## src/rtl/sdram_frame_uart_dump_pkg.sv

```systemverilog
// Shared types and constants for the framebuffer UART dump path.
// DUMP_CHECKSUM_EN adds the trailing checksum states.
package frame_dump_pkg;

    localparam int unsigned DefWordCount  = 19220;
    localparam int unsigned DefClksPerBit = 218;
    localparam int unsigned UartFrameBits = 10;

    typedef enum logic [3:0] {
        StIdle,
        StReq,
        StSendLo,
        StWaitLo,
        StSendHi,
        StWaitHi,
`ifdef DUMP_CHECKSUM_EN
        StCsumLo,
        StCsumLoWait,
        StCsumHi,
        StCsumHiWait,
`endif
        StFin
    } dump_state_e;

endpackage

```

## src/rtl/sdram_frame_uart_dump_if.sv

```systemverilog
// SDRAM controller host read port as seen by the dump engine (master) and controller (slave).
interface sdram_frame_uart_dump_if #(
    parameter int unsigned HADDR_WIDTH = 24
) ();
    logic [HADDR_WIDTH-1:0] rd_addr;
    logic                   rd_enable;
    logic                   rd_ready;
    logic [15:0]            rd_data;

    modport master (output rd_addr, output rd_enable, input rd_ready, input rd_data);
    modport slave  (input rd_addr, input rd_enable, output rd_ready, output rd_data);
endinterface

```

## src/rtl/sdram_frame_uart_dump_uart_tx_core.sv

```systemverilog
// UART 8N1 transmitter: one-cycle i_tx_dv loads a byte, o_tx_done pulses in the last stop-bit cycle.
module uart_tx_core
    import frame_dump_pkg::*;
#(
    parameter int unsigned CLKS_PER_BIT = DefClksPerBit
) (
    input  logic       clk,
    input  logic       rst,
    input  logic       i_tx_dv,
    input  logic [7:0] i_tx_byte,
    output logic       o_tx_serial,
    output logic       o_tx_active,
    output logic       o_tx_done
);
    localparam int unsigned CntW = (CLKS_PER_BIT > 1) ? $clog2(CLKS_PER_BIT) : 1;
    localparam int unsigned BitW = $clog2(UartFrameBits);

    logic                     busy_q, busy_d;
    logic [UartFrameBits-1:0] shift_q, shift_d;
    logic [CntW-1:0]          cnt_q, cnt_d;
    logic [BitW-1:0]          bit_q, bit_d;
    logic                     tx_q, tx_d;
    logic                     bit_end;

    always_comb begin
        busy_d    = busy_q;
        shift_d   = shift_q;
        cnt_d     = cnt_q;
        bit_d     = bit_q;
        o_tx_done = 1'b0;
        bit_end   = (cnt_q == CntW'(CLKS_PER_BIT - 1));
        if (!busy_q) begin
            if (i_tx_dv) begin
                busy_d  = 1'b1;
                // Whole frame in one register: stop, data LSB first, start.
                shift_d = {1'b1, i_tx_byte, 1'b0};
                cnt_d   = '0;
                bit_d   = '0;
            end
        end else if (bit_end) begin
            cnt_d = '0;
            if (bit_q == BitW'(UartFrameBits - 1)) begin
                busy_d    = 1'b0;
                o_tx_done = 1'b1;
            end else begin
                bit_d   = bit_q + 1'b1;
                shift_d = {1'b1, shift_q[UartFrameBits-1:1]};
            end
        end else begin
            cnt_d = cnt_q + 1'b1;
        end
        tx_d = busy_q ? shift_q[0] : 1'b1;
    end

    always_ff @(posedge clk or posedge rst) begin
        if (rst) begin
            busy_q  <= 1'b0;
            shift_q <= '1;
            cnt_q   <= '0;
            bit_q   <= '0;
            tx_q    <= 1'b1;
        end else begin
            busy_q  <= busy_d;
            shift_q <= shift_d;
            cnt_q   <= cnt_d;
            bit_q   <= bit_d;
            tx_q    <= tx_d;
        end
    end

    assign o_tx_serial = tx_q;
    assign o_tx_active = busy_q;

endmodule

```

## src/rtl/sdram_frame_uart_dump.sv

```systemverilog
// Reads WORD_COUNT words from SDRAM and streams each as two UART bytes, low byte first.
// DUMP_CHECKSUM_EN appends a 16-bit running sum of the words as two extra bytes.
module sdram_frame_uart_dump
    import frame_dump_pkg::*;
#(
    parameter int unsigned CLKS_PER_BIT = DefClksPerBit,
    parameter int unsigned WORD_COUNT   = DefWordCount,
    parameter int unsigned START_ADDR   = 0,
    parameter int unsigned HADDR_WIDTH  = 24
) (
    input  logic                           clk,
    input  logic                           rst,
    input  logic                           start,
    sdram_frame_uart_dump_if.master        rd_bus,
    output logic                           tx,
    output logic                           active,
    output logic                           done
);
    localparam int unsigned IdxW = (WORD_COUNT > 1) ? $clog2(WORD_COUNT) : 1;

    dump_state_e     state_q, state_d;
    logic [IdxW-1:0] idx_q, idx_d;
    logic [15:0]     word_q, word_d;
    logic            rd_enable_q, active_q, done_q;
    logic            byte_dv, core_active, core_done;
    logic [7:0]      tx_byte;
`ifdef DUMP_CHECKSUM_EN
    logic [15:0]     csum_q, csum_d;
`endif

    always_comb begin
        state_d = state_q;
        idx_d   = idx_q;
        word_d  = word_q;
        byte_dv = 1'b0;
        tx_byte = word_q[7:0];
`ifdef DUMP_CHECKSUM_EN
        csum_d  = csum_q;
`endif
        case (state_q)
            StIdle: if (start) begin
                idx_d   = '0;
`ifdef DUMP_CHECKSUM_EN
                csum_d  = '0;
`endif
                state_d = StReq;
            end
            StReq: if (rd_bus.rd_ready) begin
                word_d  = rd_bus.rd_data;
`ifdef DUMP_CHECKSUM_EN
                csum_d  = csum_q + rd_bus.rd_data;
`endif
                state_d = StSendLo;
            end
            StSendLo: if (!core_active) begin
                byte_dv = 1'b1;
                state_d = StWaitLo;
            end
            StWaitLo: if (core_done) state_d = StSendHi;
            StSendHi: if (!core_active) begin
                byte_dv = 1'b1;
                tx_byte = word_q[15:8];
                state_d = StWaitHi;
            end
            StWaitHi: if (core_done) begin
                if (idx_q == IdxW'(WORD_COUNT - 1)) begin
`ifdef DUMP_CHECKSUM_EN
                    state_d = StCsumLo;
`else
                    state_d = StFin;
`endif
                end else begin
                    idx_d   = idx_q + 1'b1;
                    state_d = StReq;
                end
            end
`ifdef DUMP_CHECKSUM_EN
            StCsumLo: if (!core_active) begin
                byte_dv = 1'b1;
                tx_byte = csum_q[7:0];
                state_d = StCsumLoWait;
            end
            StCsumLoWait: if (core_done) state_d = StCsumHi;
            StCsumHi: if (!core_active) begin
                byte_dv = 1'b1;
                tx_byte = csum_q[15:8];
                state_d = StCsumHiWait;
            end
            StCsumHiWait: if (core_done) state_d = StFin;
`endif
            StFin:   state_d = StIdle;
            default: state_d = StIdle;
        endcase
    end

    // Status outputs lag the state by one cycle, lining up with the registered TX pin.
    always_ff @(posedge clk or posedge rst) begin
        if (rst) begin
            state_q     <= StIdle;
            idx_q       <= '0;
            word_q      <= '0;
            rd_enable_q <= 1'b0;
            active_q    <= 1'b0;
            done_q      <= 1'b0;
        end else begin
            state_q     <= state_d;
            idx_q       <= idx_d;
            word_q      <= word_d;
            rd_enable_q <= (state_q == StReq);
            active_q    <= (state_q != StIdle) && (state_q != StFin);
            done_q      <= (state_q == StFin);
        end
    end

`ifdef DUMP_CHECKSUM_EN
    always_ff @(posedge clk or posedge rst) begin
        if (rst) csum_q <= '0;
        else     csum_q <= csum_d;
    end
`endif

    assign rd_bus.rd_addr   = HADDR_WIDTH'(START_ADDR) + HADDR_WIDTH'(idx_q);
    assign rd_bus.rd_enable = rd_enable_q;
    assign active           = active_q;
    assign done             = done_q;

    uart_tx_core #(
        .CLKS_PER_BIT(CLKS_PER_BIT)
    ) u_tx (
        .clk        (clk),
        .rst        (rst),
        .i_tx_dv    (byte_dv),
        .i_tx_byte  (tx_byte),
        .o_tx_serial(tx),
        .o_tx_active(core_active),
        .o_tx_done  (core_done)
    );

endmodule

```

## src/flat_wrapper.sv

```systemverilog
// flat-port wrapper written by rule: the top's interface ports become plain ports
module sdram_frame_uart_dump_flat import frame_dump_pkg::*;
#(
    parameter int unsigned CLKS_PER_BIT = DefClksPerBit,
    parameter int unsigned WORD_COUNT   = DefWordCount,
    parameter int unsigned START_ADDR   = 0,
    parameter int unsigned HADDR_WIDTH  = 24
)
  (clk, rst, start, tx, active, done, rd_bus_rd_addr, rd_bus_rd_enable, rd_bus_rd_ready, rd_bus_rd_data);
  sdram_frame_uart_dump_if #(.HADDR_WIDTH(HADDR_WIDTH)) rd_bus_i ();
  input  logic clk;
  input  logic rst;
  input  logic start;
  output logic tx;
  output logic active;
  output logic done;
  output wire logic [$bits(rd_bus_i.rd_addr)-1:0] rd_bus_rd_addr;
  output wire logic [$bits(rd_bus_i.rd_enable)-1:0] rd_bus_rd_enable;
  input wire logic [$bits(rd_bus_i.rd_ready)-1:0] rd_bus_rd_ready;
  input wire logic [$bits(rd_bus_i.rd_data)-1:0] rd_bus_rd_data;
  assign rd_bus_rd_addr = rd_bus_i.rd_addr;
  assign rd_bus_rd_enable = rd_bus_i.rd_enable;
  assign rd_bus_i.rd_ready = rd_bus_rd_ready;
  assign rd_bus_i.rd_data = rd_bus_rd_data;
  sdram_frame_uart_dump #(.CLKS_PER_BIT(CLKS_PER_BIT), .WORD_COUNT(WORD_COUNT), .START_ADDR(START_ADDR), .HADDR_WIDTH(HADDR_WIDTH)) u_core (.clk(clk), .rst(rst), .start(start), .rd_bus(rd_bus_i), .tx(tx), .active(active), .done(done));
endmodule
```

## config.mk

```make
export PLATFORM = sky130hd
export DESIGN_NAME = sdram_frame_uart_dump_flat
export DESIGN_NICKNAME = d
export VERILOG_FILES = /design/src/rtl/sdram_frame_uart_dump_pkg.sv /design/src/rtl/sdram_frame_uart_dump_if.sv /design/src/rtl/sdram_frame_uart_dump_uart_tx_core.sv /design/src/rtl/sdram_frame_uart_dump.sv /design/src/flat_wrapper.sv
export SDC_FILE = /design/constraint.sdc
export NUM_CORES = 1
export LEC_CHECK = 0
export BUFFER_PORTS_ARGS = -buffer_cell sky130_fd_sc_hd__buf_2
export CAP_MARGIN = 20
export CORE_MARGIN = 1
export CORE_UTILIZATION = 46
export CTS_CLUSTER_SIZE = 20
export DETAILED_ROUTE_END_ITERATION = 8
export GPL_TIMING_DRIVEN = 1
export MAX_ROUTING_LAYER = met4
export PLACE_DENSITY = 0.78
export SETUP_SLACK_MARGIN = 0.02
export SLEW_MARGIN = 20
export SYNTH_ARGS = -nofsm -noshare
export SYNTH_HDL_FRONTEND = slang
export SYNTH_SLANG_ARGS = --single-unit
```

## constraint.sdc

```tcl
create_clock -name clk -period 2 [get_ports clk]
set_clock_uncertainty 0.1 [all_clocks]
set_input_delay 0.1 -clock clk [delete_from_list [all_inputs] [get_ports clk]]
set_output_delay 0.1 -clock clk [all_outputs]
set_load 0.005 [all_outputs]
```

==> results.json, run 1 <==
{
  "drv_slew": 0,
  "wl_per_cell_um": 15.1,
  "syn_area_per_cell_um2": 10.9,
  "die_area_mm2": 0.00733,
  "hold_depth": 5,
  "chipWidth_um": 85.6,
  "root_buffer": "clkbuf_8",
  "fmax_ghz": 0.532,
  "endpoint_kind": "flip-flop",
  "worst_slew_pin_slew_ns": 0.592,
  "setup_violations": 0,
  "coreArea_mm2": 0.00679,
  "grt_start_max_net_pins": 34,
  "synth_cells": 295,
  "layout_min_cycle_time_ns": 1.88,
  "critPathMaxFanout": 11,
  "ys_seq_area_share_pct": 47.0,
  "period_share_pct": 94.1,
  "globalRouteOverflowTotal": 0,
  "hold_end": "u_core.state_q[0]",
  "io_pins": 48,
  "synth_top_cell_area_share_pct": 38.9,
  "final_nets": 399,
  "cp.required_ns": 2.13,
  "arrival_ns": 2.01,
  "antennaDiodeCount": 0,
  "synthTopCellsByArea": "dfrtp_1 (39%), mux2_2 (8.7%), dfstp_2 (8.2%)",
  "firstDrtPassIters": 5,
  "clk_latency_ns": 0.35,
  "initial_utilization_pct": 47.4,
  "fin_area_mm2": 0.00409,
  "r2r_start": "u_core.state_q[2]",
  "cts_sinks": 60,
  "clk_path_buf_depth": 2,
  "status": "finished clean",
  "cp-start-kind": "flip-flop",
  "fin_util_pct": 60.1,
  "dpl_cell_area_mm2": 0.00363,
  "worstHoldStart": "rd_bus_rd_ready",
  "grt_pass1_vias": 2692,
  "ant_nets": 0,
  "routed_wl_um": 7180,
  "slew_headroom_pct": 60.5,
  "io_buffers": 38,
  "drt_iter0_drc": 157,
  "setup-tns-final_ns": 0,
  "clk_pin_slew_worst_paths_ns": 0.07,
  "grt_use_total_pct": 21.3,
  "place_congestion": 0.884,
  "powerDensity_mw_per_mm2": 1100,
  "hold_class": "in2reg",
  "r2r_end": "u_core.idx_q[14]",
  "p_leak_nw": 1.85,
  "crit_type": "reg2reg",
  "ys_seq_elements": 60,
  "cts_buffers": 9,
  "cts_tree": "yes",
  "drv_cap": 0,
  "critPathLaunch": "u_core.state_q[2]",
  "synth_area_mm2": 0.00322,
  "grt_pass1_wl_um": 11900,
  "ir_worst_vdd_mv": 0.689,
  "async_reset_ff_share_pct": 100,
  "cts.htree.levels": 3,
  "reg2reg_depth": 4,
  "vias": 2655,
  "hold_violations": 0,
  "die_height_um": 85.6,
  "drc": 0,
  "yosysTopAreaCell": "dfrtp_1",
  "r2r_slack_ns": 0.12,
  "synthToLayoutAreaGrowth_pct": 27.0,
  "ys_types": 56,
  "antenna_found_initial": 0,
  "synthFlopType": "dfrtp_1",
  "drive_above_1_share_pct": 35.4,
  "via_per_inst": 5.59,
  "synth-edff-count": 0,
  "hpwl_um": 4660,
  "fp-row-count": 30,
  "synth_warnings": 0
}
## worst max-delay path by stage
stage / cells past startpoint / end / slack (ns)
after floorplan: 6 / u_core.idx_q[14] / 0.14
after global placement: 6 / u_core.idx_q[14] / 0.13
after detailed placement: 6 / u_core.idx_q[14] / 0.07
after CTS: 6 / u_core.idx_q[14] / 0.05
after global routing: 6 / u_core.state_q[0] / -0.01
final: 4 / u_core.idx_q[14] / 0.12
## cells by family (layout without fill, tap and decap cells)
| group | after synthesis | count (layout) | share of synthesized area, % |
|---|---|---|---|
| AO/OA/AOI/OAI | 72 | 72 | 15.3 |
| XOR/XNOR | 4 | 4 | 1.09 |
| adder cells (fa/ha/maj) | 5 | 5 | 1.94 |
| buffers and inverters | 30 | 106 | 5.48 |
| flip-flops | 60 | 60 | 47.0 |
| multiplexers | 32 | 32 | 10.9 |
| other | 1 | 9 | 0.117 |
| AND/OR/NAND/NOR | 91 | 91 | 18.1 |
## timing repair
| item | in CTS | in global routing |
|---|---|---|
| setup buffers | 0 | 2 |
| setup endpoints to repair | 0 | 16 |
| resized for setup | 0 | 7 |
| hold endpoints to repair | 33 | 0 |
| hold buffers | 17 | 0 |
## where the power goes
group,total [W],internal (W),switching [W]
Sequential,0.00202,0.00167,0.000347
Combinational,0.00126,0.000711,0.000550
Clock,0.00123,0.000709,0.000525
Total,0.00451,0.00309,0.00142
## state kept, by name (all words and copies together), names as in the netlist
signal                   cells
u_core.idx_q                15
u_core.done                  1
u_core.state_q               3
u_core.u_tx.shift_q          9
u_core.active                1
u_core.u_tx.o_tx_active      1
u_core.u_tx.bit_q            4
u_core.u_tx.o_tx_serial      1
u_core.rd_bus.rd_enable      1
u_core.u_tx.cnt_q            8
u_core.word_q               16
## cells in the final DEF (no fill, tap or decap), types with 3 or more instances in the layout
master          n
o21ai_0        19
nand3_1         8
clkinv_4        3
a21oi_1         3
dlygate4sd3_1  17
conb_1          9
clkbuf_8        9
buf_2          39
buf_4          23
and3_1          8
nor3_1          3
nand2b_1       10
buf_12          3
xor2_1          3
nand4_1         3
mux2i_1         7
a31oi_1        22
a22o_1          5
and4_1          6
mux2_2         25
inv_1           5
nor2b_1         3
dfstp_2        10
and2_1          4
nor2_1          5
ha_1            4
a41oi_1         3
nand2_1        25
dfrtp_1        50
o2bb2ai_1       3
## stage by stage
stage	hold slack (ns)	power, W	std cells	setup slack [ns]
floorplan	0.152	0.00275	303	0.145
global placement	0.0857	0.00313	439	0.129
detailed placement	0.0986	0.00320	439	0.0676
CTS	0.187	0.00447	472	0.0525
global route	0.231	0.00477	475	-0.0118
finish	0.202	0.00451	475	0.119
## per-layer routing
| metal | global-route usage (%) | routed length, um | vias up |
|---|---|---|---|
| met4 | 10.5 | 135 | 0 |
| met3 | 3.66 | 342 | 19 |
| met1 | 25.6 | 3110 | 1291 |
| met5 | - | 0 | - |
| met2 | 34.7 | 3590 | 102 |
| li1 | - | - | 1243 |
## synthesized netlist by cell type, drive strengths merged (6+ instances only)
master / count
buf: 18
nand2b: 10
o21ai: 20
nand2: 25
a22o: 6
nand3: 9
dfstp: 10
mux2: 25
mux2i: 7
a31oi: 22
and3: 8
inv: 7
and4: 6
dfrtp: 50
## area by class of cell
type | count | area [um2]
Timing Repair Buffer | 83 | 609
Clock buffer | 9 | 124
Clock inverter | 7 | 100
Sequential cell | 60 | 1510
Tap cell | 96 | 120
Fill cell | 563 | 2710
Inverter | 7 | 26.3
Multi-Input combinational cell | 213 | 1590
## worst max-delay path, cell delays in order (launching register included)
cell and delay [ns]:
dfrtp_1 0.49, or3b_2 0.54, nor2_1 0.21, a21oi_4 0.06, a221o_1 0.36
Power figures use the tool's default switching activity.
==> run 2: changes to the inputs <==
--- a/config.mk
+++ b/config.mk
@@ -15,3 +15,3 @@
 export MAX_ROUTING_LAYER = met4
-export PLACE_DENSITY = 0.78
+export PLACE_DENSITY = 0.67
 export SETUP_SLACK_MARGIN = 0.02
==> constraint.sdc (replaced) <==
create_clock -name clk -period 2.1 [get_ports clk]
set_clock_uncertainty 0.1 [all_clocks]
set_input_delay 0.105 -clock clk [delete_from_list [all_inputs] [get_ports clk]]
set_output_delay 0.105 -clock clk [all_outputs]
set_load 0.05 [all_outputs]
==> results.json, run 2 (synthesized netlist as in run 1, its figures left out) <==
{
  "status": "finished clean",
  "grt_pass1_vias": 2452,
  "worstHoldStart": "rd_bus_rd_ready",
  "endpoint": "u_core.idx_q[14]",
  "critPathMaxFanout": 5,
  "cp-start-kind": "flip-flop",
  "grt_use_total_pct": 20.2,
  "io_buffers": 38,
  "via_per_inst": 5.39,
  "initial_utilization_pct": 47.4,
  "grt_pass1_wl_um": 11400,
  "drive_above_1_share_pct": 34.4,
  "endpoint_kind": "flip-flop",
  "crit_type": "reg2reg",
  "layout_commonest_cell": "dfrtp_1",
  "die_area_mm2": 0.00733,
  "final_nets": 395,
  "crit_path_max_incr_delay_ns": 0.40,
  "hold_class": "in2reg",
  "path_depth": 7,
  "root_buffer": "clkbuf_8",
  "drv_cap": 0,
  "coreArea_mm2": 0.00679,
  "final_cell_count_no_fill": 471,
  "clk_latency_ns": 0.34,
  "fmax_ghz": 0.506,
  "antennaDiodeCount": 0,
  "vias": 2540,
  "cts_tree": "yes",
  "fp-row-count": 30,
  "critPathBufInv": 2,
  "reg.largest.list": "u_core.word_q (16), u_core.idx_q (15), u_core.u_tx.shift_q (9)",
  "die_height_um": 85.6,
  "drt_iter0_drc": 159,
  "ant_nets": 0,
  "place_congestion": 0.890,
  "r2r_end": "u_core.idx_q[14]",
  "chipWidth_um": 85.6,
  "cts_buffers": 9,
  "dp_cells": 435,
  "wl_per_cell_um": 14.0,
  "antenna_found_initial": 0,
  "io_pins": 48,
  "path_delay_family": "simple AND/OR/NAND/NOR gates",
  "r2r_slack_ns": 0.12,
  "globalRouteOverflowTotal": 0,
  "drv_slew": 0,
  "hold_violations": 0,
  "cts.htree.levels": 3,
  "powerDensity_mw_per_mm2": 1140,
  "synthToLayoutAreaGrowth_pct": 24.3,
  "hpwl_um": 4500,
  "grt_start_max_net_pins": 31,
  "arrival_ns": 2.10,
  "drc": 0,
  "final_cell_mix": "dfrtp_1 (48), buf_2 (39), nand2_1 (25), mux2_2 (25)",
  "period_share_pct": 94.2,
  "layout_min_cycle_time_ns": 1.98,
  "critPathLaunch": "u_core.u_tx.cnt_q[1]",
  "largest_register_ffs": 16,
  "path_cells": "inv_1 > ha_2 > nand4b_4 > nor4b_4 > buf_4 > a21oi_2 > a221o_1",
  "rsz0062_at_grt": "false",
  "reg2reg_depth": 7,
  "slew_headroom_pct": 60.2,
  "firstDrtPassIters": 4,
  "worst_slew_pin_slew_ns": 0.596,
  "cp.required_ns": 2.22,
  "p_leak_nw": 1.82,
  "routed_wl_um": 6590,
  "r2r_start": "u_core.u_tx.cnt_q[1]",
  "clk_pin_slew_worst_paths_ns": 0.06,
  "clk_path_buf_depth": 2,
  "ir_worst_vdd_mv": 0.904,
  "cts_sinks": 60,
  "setup-tns-final_ns": 0,
  "slowest_stage": "dfrtp_1",
  "top_register": "u_core.word_q",
  "setup_violations": 0
}
## run 2: cell types whose count changed in the layout (fill, tap and decap cells not counted), sizes merged
cell      before  now
clkbuf         9   12
clkinv         4    1
inv            8    7
buf           66   62
clkinvlp       0    1
## run 2: worst register-to-register path: stages, from the launching register on
cell      delay, ns
dfrtp_1        0.40
inv_1          0.08
ha_2           0.20
nand4b_4       0.15
nor4b_4        0.35
buf_4          0.17
a21oi_2        0.07
a221o_1        0.34
## run 2: what timing repair did
action                                  in CTS  in global routing
endpoints found under the setup margin       0                 12
buffers inserted                             0                  2
gates resized for setup                      0                  2
endpoints found under the hold margin       35                  0
hold buffers                                17                  0
## run 2: layer usage
metal  up-vias  global-route usage [%]  part of all wire, %
met3        14                    6.45                  5.5
met4         0                    5.91                  1.2
met1      1214                    25.6                   46
met5         -                       -                    0
li1       1232                       -                    -
met2        80                    31.2                   47
## run 2: worst min path at each step
stage	to	cells past startpoint
after floorplan	u_core.word_q[0]	1
after global placement	u_core.state_q[1]	2
after detailed placement	u_core.word_q[7]	2
after CTS	u_core.state_q[0]	5
after global routing	u_core.state_q[1]	3
final	u_core.state_q[0]	5
## run 2: stage by stage
step | cell area (um2) | total power, W | util [%] | hold slack (ns) | setup slack, ns
2_1_floorplan | 3250 | 0.00298 | - | 0.157 | 0.132
3_3_place_gp | 3580 | 0.00330 | 52.7 | 0.103 | 0.183
3_5_place_dp | 3580 | 0.00336 | 52.7 | 0.110 | 0.131
4_1_cts | 3980 | 0.00458 | 58.6 | 0.153 | 0.121
5_1_grt | 4000 | 0.00486 | 58.9 | 0.184 | 0.0308
6_report | 4000 | 0.00456 | 58.9 | 0.157 | 0.122
## run 2: where the power goes
part	total (W)	switching [W]	internal [W]
Sequential	0.00195	0.000357	0.00159
Clock	0.00117	0.000440	0.000731
Combinational	0.00144	0.000830	0.000605
## run 2: final cells by class
| type | instances | area [um2] |
|---|---|---|
| Tap cell | 96 | 120 |
| Clock inverter | 4 | 72.6 |
| Timing Repair Buffer | 79 | 551 |
| Sequential cell | 60 | 1520 |
| Inverter | 7 | 26.3 |
| Fill cell | 574 | 2790 |
| Multi-Input combinational cell | 213 | 1560 |
| Clock buffer | 12 | 155 |
